**src/rtl/vx_raster_prefetch_agent.sv**
```systemverilog
`default_nettype none
// ============================================================================
//  Module   : vx_raster_prefetch_agent
//  Purpose  : Raster agent for the SFU raster path. Prefetches raster stamp
//             packets from the raster bus into a DEPTH-entry queue so execute
//             requests are decoupled from the bus handshake. Latches the
//             end-of-frame (done) packet and answers every later request from
//             it until frame_start. Drives the raster CSR write port and
//             returns per-lane {pid, ~done} through a 2-entry commit buffer.
//  Revision : 1.0 - initial release
// ----------------------------------------------------------------------------
//  Ports
//    clk_i            clock
//    reset_i          asynchronous, active-high reset
//    bus_valid_i      raster bus packet valid
//    bus_stamps_i     per-lane stamp payload           [NUM_LANES*STAMP_W]
//    bus_pids_i       per-lane primitive id            [NUM_LANES*PID_W]
//    bus_done_i       packet is the end-of-frame marker
//    bus_ready_o      packet accepted when bus_valid_i && bus_ready_o
//    exe_valid_i      raster fetch instruction valid
//    exe_meta_i       instruction metadata (passed through)  [META_W]
//    exe_ready_o      instruction consumed this cycle
//    frame_start_i    pulse: release latched done, arm for next frame
//    csr_wr_valid_o   CSR stamp write strobe
//    csr_wr_meta_o    metadata of the CSR write                [META_W]
//    csr_wr_stamps_o  stamps to write                [NUM_LANES*STAMP_W]
//    cmt_valid_o      commit valid
//    cmt_meta_o       committed metadata                       [META_W]
//    cmt_data_o       per-lane result                [NUM_LANES*XLEN]
//    cmt_ready_i      commit accepted
//    queue_count_o    occupied prefetch queue entries
//    perf_stamps_o    non-done responses issued (wraps)
//    perf_stalls_o    cycles with exe_valid_i && !exe_ready_o (wraps)
// ============================================================================
module vx_raster_prefetch_agent #(
    parameter int NUM_LANES = 4,
    parameter int STAMP_W   = 96,
    parameter int PID_W     = 8,
    parameter int META_W    = 96,
    parameter int XLEN      = 32,
    parameter int DEPTH     = 4
) (
    input  logic                           clk_i,
    input  logic                           reset_i,
    // raster bus
    input  logic                           bus_valid_i,
    input  logic [NUM_LANES*STAMP_W-1:0]   bus_stamps_i,
    input  logic [NUM_LANES*PID_W-1:0]     bus_pids_i,
    input  logic                           bus_done_i,
    output logic                           bus_ready_o,
    // execute request
    input  logic                           exe_valid_i,
    input  logic [META_W-1:0]              exe_meta_i,
    output logic                           exe_ready_o,
    input  logic                           frame_start_i,
    // CSR write port
    output logic                           csr_wr_valid_o,
    output logic [META_W-1:0]              csr_wr_meta_o,
    output logic [NUM_LANES*STAMP_W-1:0]   csr_wr_stamps_o,
    // commit
    output logic                           cmt_valid_o,
    output logic [META_W-1:0]              cmt_meta_o,
    output logic [NUM_LANES*XLEN-1:0]      cmt_data_o,
    input  logic                           cmt_ready_i,
    // status / performance
    output logic [$clog2(DEPTH+1)-1:0]     queue_count_o,
    output logic [31:0]                    perf_stamps_o,
    output logic [31:0]                    perf_stalls_o
);

    localparam int C_PTR_W = $clog2(DEPTH);
    localparam int C_CNT_W = $clog2(DEPTH+1);
    localparam int C_SW    = NUM_LANES * STAMP_W;
    localparam int C_PW    = NUM_LANES * PID_W;
    localparam int C_DW    = NUM_LANES * XLEN;

    // ------------------------------------------------------------------
    // Prefetch queue storage (no reset needed: occupancy gates every read)
    // ------------------------------------------------------------------
    logic [C_SW-1:0]    q_stamps_q [DEPTH];
    logic [C_PW-1:0]    q_pids_q   [DEPTH];
    logic               q_done_q   [DEPTH];

    logic [C_PTR_W-1:0] rd_ptr_q, rd_ptr_d;
    logic [C_PTR_W-1:0] wr_ptr_q, wr_ptr_d;
    logic [C_CNT_W-1:0] count_q,  count_d;
    logic               done_lat_q, done_lat_d;

    // ------------------------------------------------------------------
    // Commit buffer (2-entry elastic FIFO)
    // ------------------------------------------------------------------
    logic [META_W-1:0]  ob_meta_q [2];
    logic [C_DW-1:0]    ob_data_q [2];
    logic               ob_rd_q, ob_rd_d;
    logic               ob_wr_q, ob_wr_d;
    logic [1:0]         ob_count_q, ob_count_d;

    logic [31:0]        perf_stamps_q, perf_stamps_d;
    logic [31:0]        perf_stalls_q, perf_stalls_d;

    // ------------------------------------------------------------------
    // Combinational control
    // ------------------------------------------------------------------
    logic               w_empty;
    logic               w_full;
    logic               w_push;
    logic               w_head_done;
    logic [C_SW-1:0]    w_head_stamps;
    logic [C_PW-1:0]    w_head_pids;
    logic               w_obuf_ready;
    logic               w_fire;
    logic               w_pop_exe;
    logic               w_pop_fs;
    logic               w_pop;
    logic               w_ob_pop;
    logic [C_DW-1:0]    w_resp_data;

    assign w_empty       = (count_q == '0);
    assign w_full        = (count_q == C_CNT_W'(DEPTH));
    assign w_head_done   = q_done_q[rd_ptr_q];
    assign w_head_stamps = q_stamps_q[rd_ptr_q];
    assign w_head_pids   = q_pids_q[rd_ptr_q];

    // Nothing is accepted once the done packet is in, until frame_start.
    assign bus_ready_o   = !w_full && !done_lat_q;
    assign w_push        = bus_valid_i && bus_ready_o;

    assign w_obuf_ready  = (ob_count_q != 2'd2);
    assign w_fire        = exe_valid_i && !w_empty && w_obuf_ready && !frame_start_i;

    // A done head is sticky for execute requests; only frame_start drops it.
    assign w_pop_exe     = w_fire && !w_head_done;
    assign w_pop_fs      = frame_start_i && !w_empty && w_head_done;
    assign w_pop         = w_pop_exe || w_pop_fs;

    assign exe_ready_o   = w_fire;

    assign csr_wr_valid_o  = w_pop_exe;
    assign csr_wr_meta_o   = exe_meta_i;
    assign csr_wr_stamps_o = w_head_stamps;

    // Per-lane response word: zero-extended {pid, ~done}
    for (genvar i = 0; i < NUM_LANES; i++) begin : g_lane
        assign w_resp_data[i*XLEN +: XLEN] =
            XLEN'({w_head_pids[i*PID_W +: PID_W], ~w_head_done});
    end

    // ------------------------------------------------------------------
    // Queue next state
    // ------------------------------------------------------------------
    always_comb begin
        rd_ptr_d   = rd_ptr_q + C_PTR_W'(w_pop);
        wr_ptr_d   = wr_ptr_q + C_PTR_W'(w_push);
        count_d    = count_q;
        if (w_push && !w_pop) begin
            count_d = count_q + C_CNT_W'(1);
        end else if (!w_push && w_pop) begin
            count_d = count_q - C_CNT_W'(1);
        end
        // A done packet arriving in the frame_start cycle belongs to the
        // new frame, so the set takes priority over the clear.
        done_lat_d = done_lat_q;
        if (frame_start_i) begin
            done_lat_d = 1'b0;
        end
        if (w_push && bus_done_i) begin
            done_lat_d = 1'b1;
        end
    end

    always_ff @(posedge clk_i or posedge reset_i) begin
        if (reset_i) begin
            rd_ptr_q   <= '0;
            wr_ptr_q   <= '0;
            count_q    <= '0;
            done_lat_q <= 1'b0;
        end else begin
            rd_ptr_q   <= rd_ptr_d;
            wr_ptr_q   <= wr_ptr_d;
            count_q    <= count_d;
            done_lat_q <= done_lat_d;
        end
    end

    always_ff @(posedge clk_i) begin
        if (w_push) begin
            q_stamps_q[wr_ptr_q] <= bus_stamps_i;
            q_pids_q[wr_ptr_q]   <= bus_pids_i;
            q_done_q[wr_ptr_q]   <= bus_done_i;
        end
    end

    // ------------------------------------------------------------------
    // Commit buffer next state
    // ------------------------------------------------------------------
    assign w_ob_pop = (ob_count_q != 2'd0) && cmt_ready_i;

    always_comb begin
        ob_rd_d    = ob_rd_q ^ w_ob_pop;
        ob_wr_d    = ob_wr_q ^ w_fire;
        ob_count_d = ob_count_q + 2'(w_fire) - 2'(w_ob_pop);
    end

    always_ff @(posedge clk_i or posedge reset_i) begin
        if (reset_i) begin
            ob_rd_q    <= 1'b0;
            ob_wr_q    <= 1'b0;
            ob_count_q <= 2'd0;
        end else begin
            ob_rd_q    <= ob_rd_d;
            ob_wr_q    <= ob_wr_d;
            ob_count_q <= ob_count_d;
        end
    end

    always_ff @(posedge clk_i) begin
        if (w_fire) begin
            ob_meta_q[ob_wr_q] <= exe_meta_i;
            ob_data_q[ob_wr_q] <= w_resp_data;
        end
    end

    assign cmt_valid_o = (ob_count_q != 2'd0);
    assign cmt_meta_o  = ob_meta_q[ob_rd_q];
    assign cmt_data_o  = ob_data_q[ob_rd_q];

    // ------------------------------------------------------------------
    // Performance counters (wrap modulo 2^32)
    // ------------------------------------------------------------------
    always_comb begin
        perf_stamps_d = perf_stamps_q + 32'(w_pop_exe);
        perf_stalls_d = perf_stalls_q + 32'(exe_valid_i && !w_fire);
    end

    always_ff @(posedge clk_i or posedge reset_i) begin
        if (reset_i) begin
            perf_stamps_q <= '0;
            perf_stalls_q <= '0;
        end else begin
            perf_stamps_q <= perf_stamps_d;
            perf_stalls_q <= perf_stalls_d;
        end
    end

    assign queue_count_o = count_q;
    assign perf_stamps_o = perf_stamps_q;
    assign perf_stalls_o = perf_stalls_q;

endmodule

`default_nettype wire

```
**config.mk**
```make
export PLATFORM = sky130hd
export DESIGN_NAME = vx_raster_prefetch_agent
export DESIGN_NICKNAME = d
export VERILOG_FILES = /design/src/rtl/vx_raster_prefetch_agent.sv
export SDC_FILE = /design/constraint.sdc
export NUM_CORES = 1
export LEC_CHECK = 0
export ABC_AREA = 1
export BUFFER_PORTS_ARGS = -buffer_cell sky130_fd_sc_hd__buf_2
export CORE_AREA = 3 3 496 498
export DETAILED_ROUTE_END_ITERATION = 6
export DIE_AREA = 0 0 499 501
export GPL_ROUTABILITY_DRIVEN = 0
export MAX_ROUTING_LAYER = met4
export SETUP_SLACK_MARGIN = 0.2
export SLEW_MARGIN = 10
export SYNTH_ARGS = -nofsm -noshare
export SYNTH_HDL_FRONTEND = slang
export SYNTH_SLANG_ARGS = --single-unit
```
**constraint.sdc**
```tcl
create_clock -name clk_i -period 39.4 [get_ports clk_i]
set_input_delay 9.85 -clock clk_i [delete_from_list [all_inputs] [get_ports clk_i]]
set_output_delay 9.85 -clock clk_i [all_outputs]
set_load 0.05 [all_outputs]
```
==> reports/results.ini <==
[synth]
synth.top_cell.area_share_pct=75.9
synth_top_cell_by_area=edfxtp_1
synth_top_family_by_area=compound AO/OA/AOI/OAI gates
synthTopCellsByArea=edfxtp_1, o21ai_0, nor2_1, o22ai_1, nand2_1
yosys_warnings=0
synth_area_mm2=0.0762
yosys.area_share.xor_xnor_pct=0.425
ys_seq_area_share_pct=78.4
syn_inst=5437
avgSynthCellArea_um2=14.0
synth_seq_cells=2002
synth_compound_area_share_pct=8.90
synthSimpleGateAreaFrac_pct=7.91
synth.area.mux_share_pct=0
ys_types=28
synthAdderAreaFrac_pct=0.223

[route]
antenna_left=0
drt_iter0_markers=3789
drc_errors=0
routed_wl_um=240000
routedWlPerCell_um=24.0
via_count=48400
drtPass1Iterations=6
vias_per_cell=4.84

[min_path]
whs_endpoint=perf_stalls_o[31]$_DFF_PP0_
hold_depth=2
holdCritStartpoint=perf_stalls_o[31]$_DFF_PP0_
min_path_type=flip-flop to flip-flop

[grt]
grt_max_degree=189
grt.overflow.total=0
grt_pass1_vias=46100
antenna_found_initial=148
grt_first_pass_wirelength_um=334000
grt_usage_pct=18.9

[sta]
hold_violations=0
fin_crit_ns=20.91
fin_skew_ns=0.0863
slew_headroom_pct=20.4
finalSetupViolCount=0
hold_ws_ns=0.498
max_freq_mhz=47.8
slew_violations=0
period_share_pct=53.1
rsz0062_at_grt=false
tightestPinTransition_ns=1.19

[cells_and_area]
final_cell_mix=edfxtp_1, buf_2, nor2_1
multi_input_area_mm2=0.0137
syn_to_final_growth_pct=20.0
fill_cells=22900
final_net_count=7044
post-route-cell-area_mm2=0.0915
fin_cells=9996
fin_util_pct=37.7
drive_above_1_share_pct=23.9
register_area_mm2=0.0597
final_common_cell=edfxtp_1

[place]
dp_hpwl_um=163000
place_inst=9507
io_buffers=1201
placed_cell_area_mm2=0.0843

[power]
leakagePower_nw=32.6
peakVddDrop_v=0.0000768
powerDensity_mw_per_mm2=90.5
power_w=0.00829

[floorplan]
core_mm2=0.243
ioPinCount=1294
initial_utilization_pct=31.4
dieHeight_um=501
die_area_mm2=0.250
fp.dieW_um=499
num_rows=181

[worst_setup_path]
crit_required_ns=29.55
critical_path_class=input port to primary output
cp_slowest_stage_delay_ns=0.37
crit_chain=buf_2, inv_1, nand3_1, nor2_1, nand2_1, inv_1, buf_2
cp_top_family=simple AND/OR/NAND/NOR gates
worstSetupEndpointType=primary output
crit_arrival_ns=11.06
crit_slowest_cell=nor2_1
r2r_cells=9
startpoint_type=input port
worst-path-max-fanout=5
rrSetupSlack_ns=34.23
crit-reg2reg-capture=q_stamps_q[0][261]$_DFFE_PP_
rr_startpoint=queue_count_o[0]$_DFFE_PP0P_
crit_buf_inv=4

[clock_tree]
cts_root_buf=clkbuf_16
clk_pin_slew_ns=0.06
cts_hold_buf=0
clock_sinks=2002
htreeDepth=4
cts.path.max_buffers=3
clock_latency_ns=0.85
post_cts_buffers=0
cts.repair.resized=0
cts_tree=yes
cts_buffers=205

[run]
cap_violations=0

[outcome]
outcome=finished clean

## logic make-up after synthesis
logic type / count (synthesis)
flip-flops: 2002
AND/OR/NAND/NOR: 1574
AO/OA/AOI/OAI: 1252
buffers and inverters: 558
XOR/XNOR: 37
adder cells (fa/ha/maj): 13
other: 1
## routing by layer
metal	track usage (%)	routed length, µm
met5	-	0
met4	8.95	10600
met3	7.61	25700
met2	29.8	115000
met1	20.8	88300
## synthesized netlist by cell type
cell,n
nand2_1,598
a21oi_1,1
a31oi_1,1
buf_6,19
o21ai_1,4
or2_2,1
nand3b_1,14
conb_1,1
ha_1,12
nor2_4,2
buf_1,5
fa_1,1
xor2_1,22
o21ai_0,830
nor2_2,5
xnor2_1,15
buf_2,66
inv_2,2
o22ai_1,416
nor2_1,924
clkbuf_1,180
nand3_1,24
buf_8,2
buf_4,224
inv_1,60
dfrtp_1,76
edfxtp_1,1926
nor3_1,6
## worst max path at each step
stage | startpoint | end | cells after the start
6_report | frame_start_i | csr_wr_valid_o | 7
5_1_grt | frame_start_i | csr_wr_valid_o | 7
4_1_cts | frame_start_i | csr_wr_valid_o | 7
3_5_place_dp | frame_start_i | csr_wr_valid_o | 7
3_3_place_gp | frame_start_i | csr_wr_valid_o | 7
2_1_floorplan | bus_valid_i | q_done_q[0]$_DFFE_PP_ | 2
## area by class of cell
cell class                      instances  area share, %
Sequential cell                      2002           65.3
Multi-Input combinational cell       2968           15.0
Timing Repair Buffer                 1273           7.21
Clock buffer                          252           5.86
Tap cell                             3202           4.38
Clock inverter                        128           1.72
Antenna cell                          109          0.298
Inverter                               62          0.276
## state kept, by name, indices dropped and copies added, names as in the netlist, 3 cells and up
name / flops
queue_count_o: 3
q_done_q: 4
q_stamps_q: 1536
perf_stalls_o: 32
ob_meta_q: 192
q_pids_q: 128
ob_data_q: 66
perf_stamps_o: 32
## where the power goes
part	total (W)	internal (W)	leakage (nW)	switching, W
Clock	0.00197	0.00113	3.34	0.000835
Sequential	0.00281	0.00272	18.6	0.0000895
Combinational	0.00351	0.000632	10.7	0.00288
## through the flow
| step | worst slack [ns] | setup TNS [ns] |
|---|---|---|
| floorplan | -0.337 | -560.63 |
| global placement | 18.51 | 0 |
| detailed placement | 18.50 | 0 |
| CTS | 18.50 | 0 |
| global route | 18.36 | 0 |
| finish | 18.49 | 0 |
## tightest hold or removal path: cells and delay by family (launching register included)
family           cells  cell delay, ns
AND/OR/NAND/NOR      2            0.11
flip-flops           1            0.36
No activity file was read; power rests on OpenSTA's default activity.
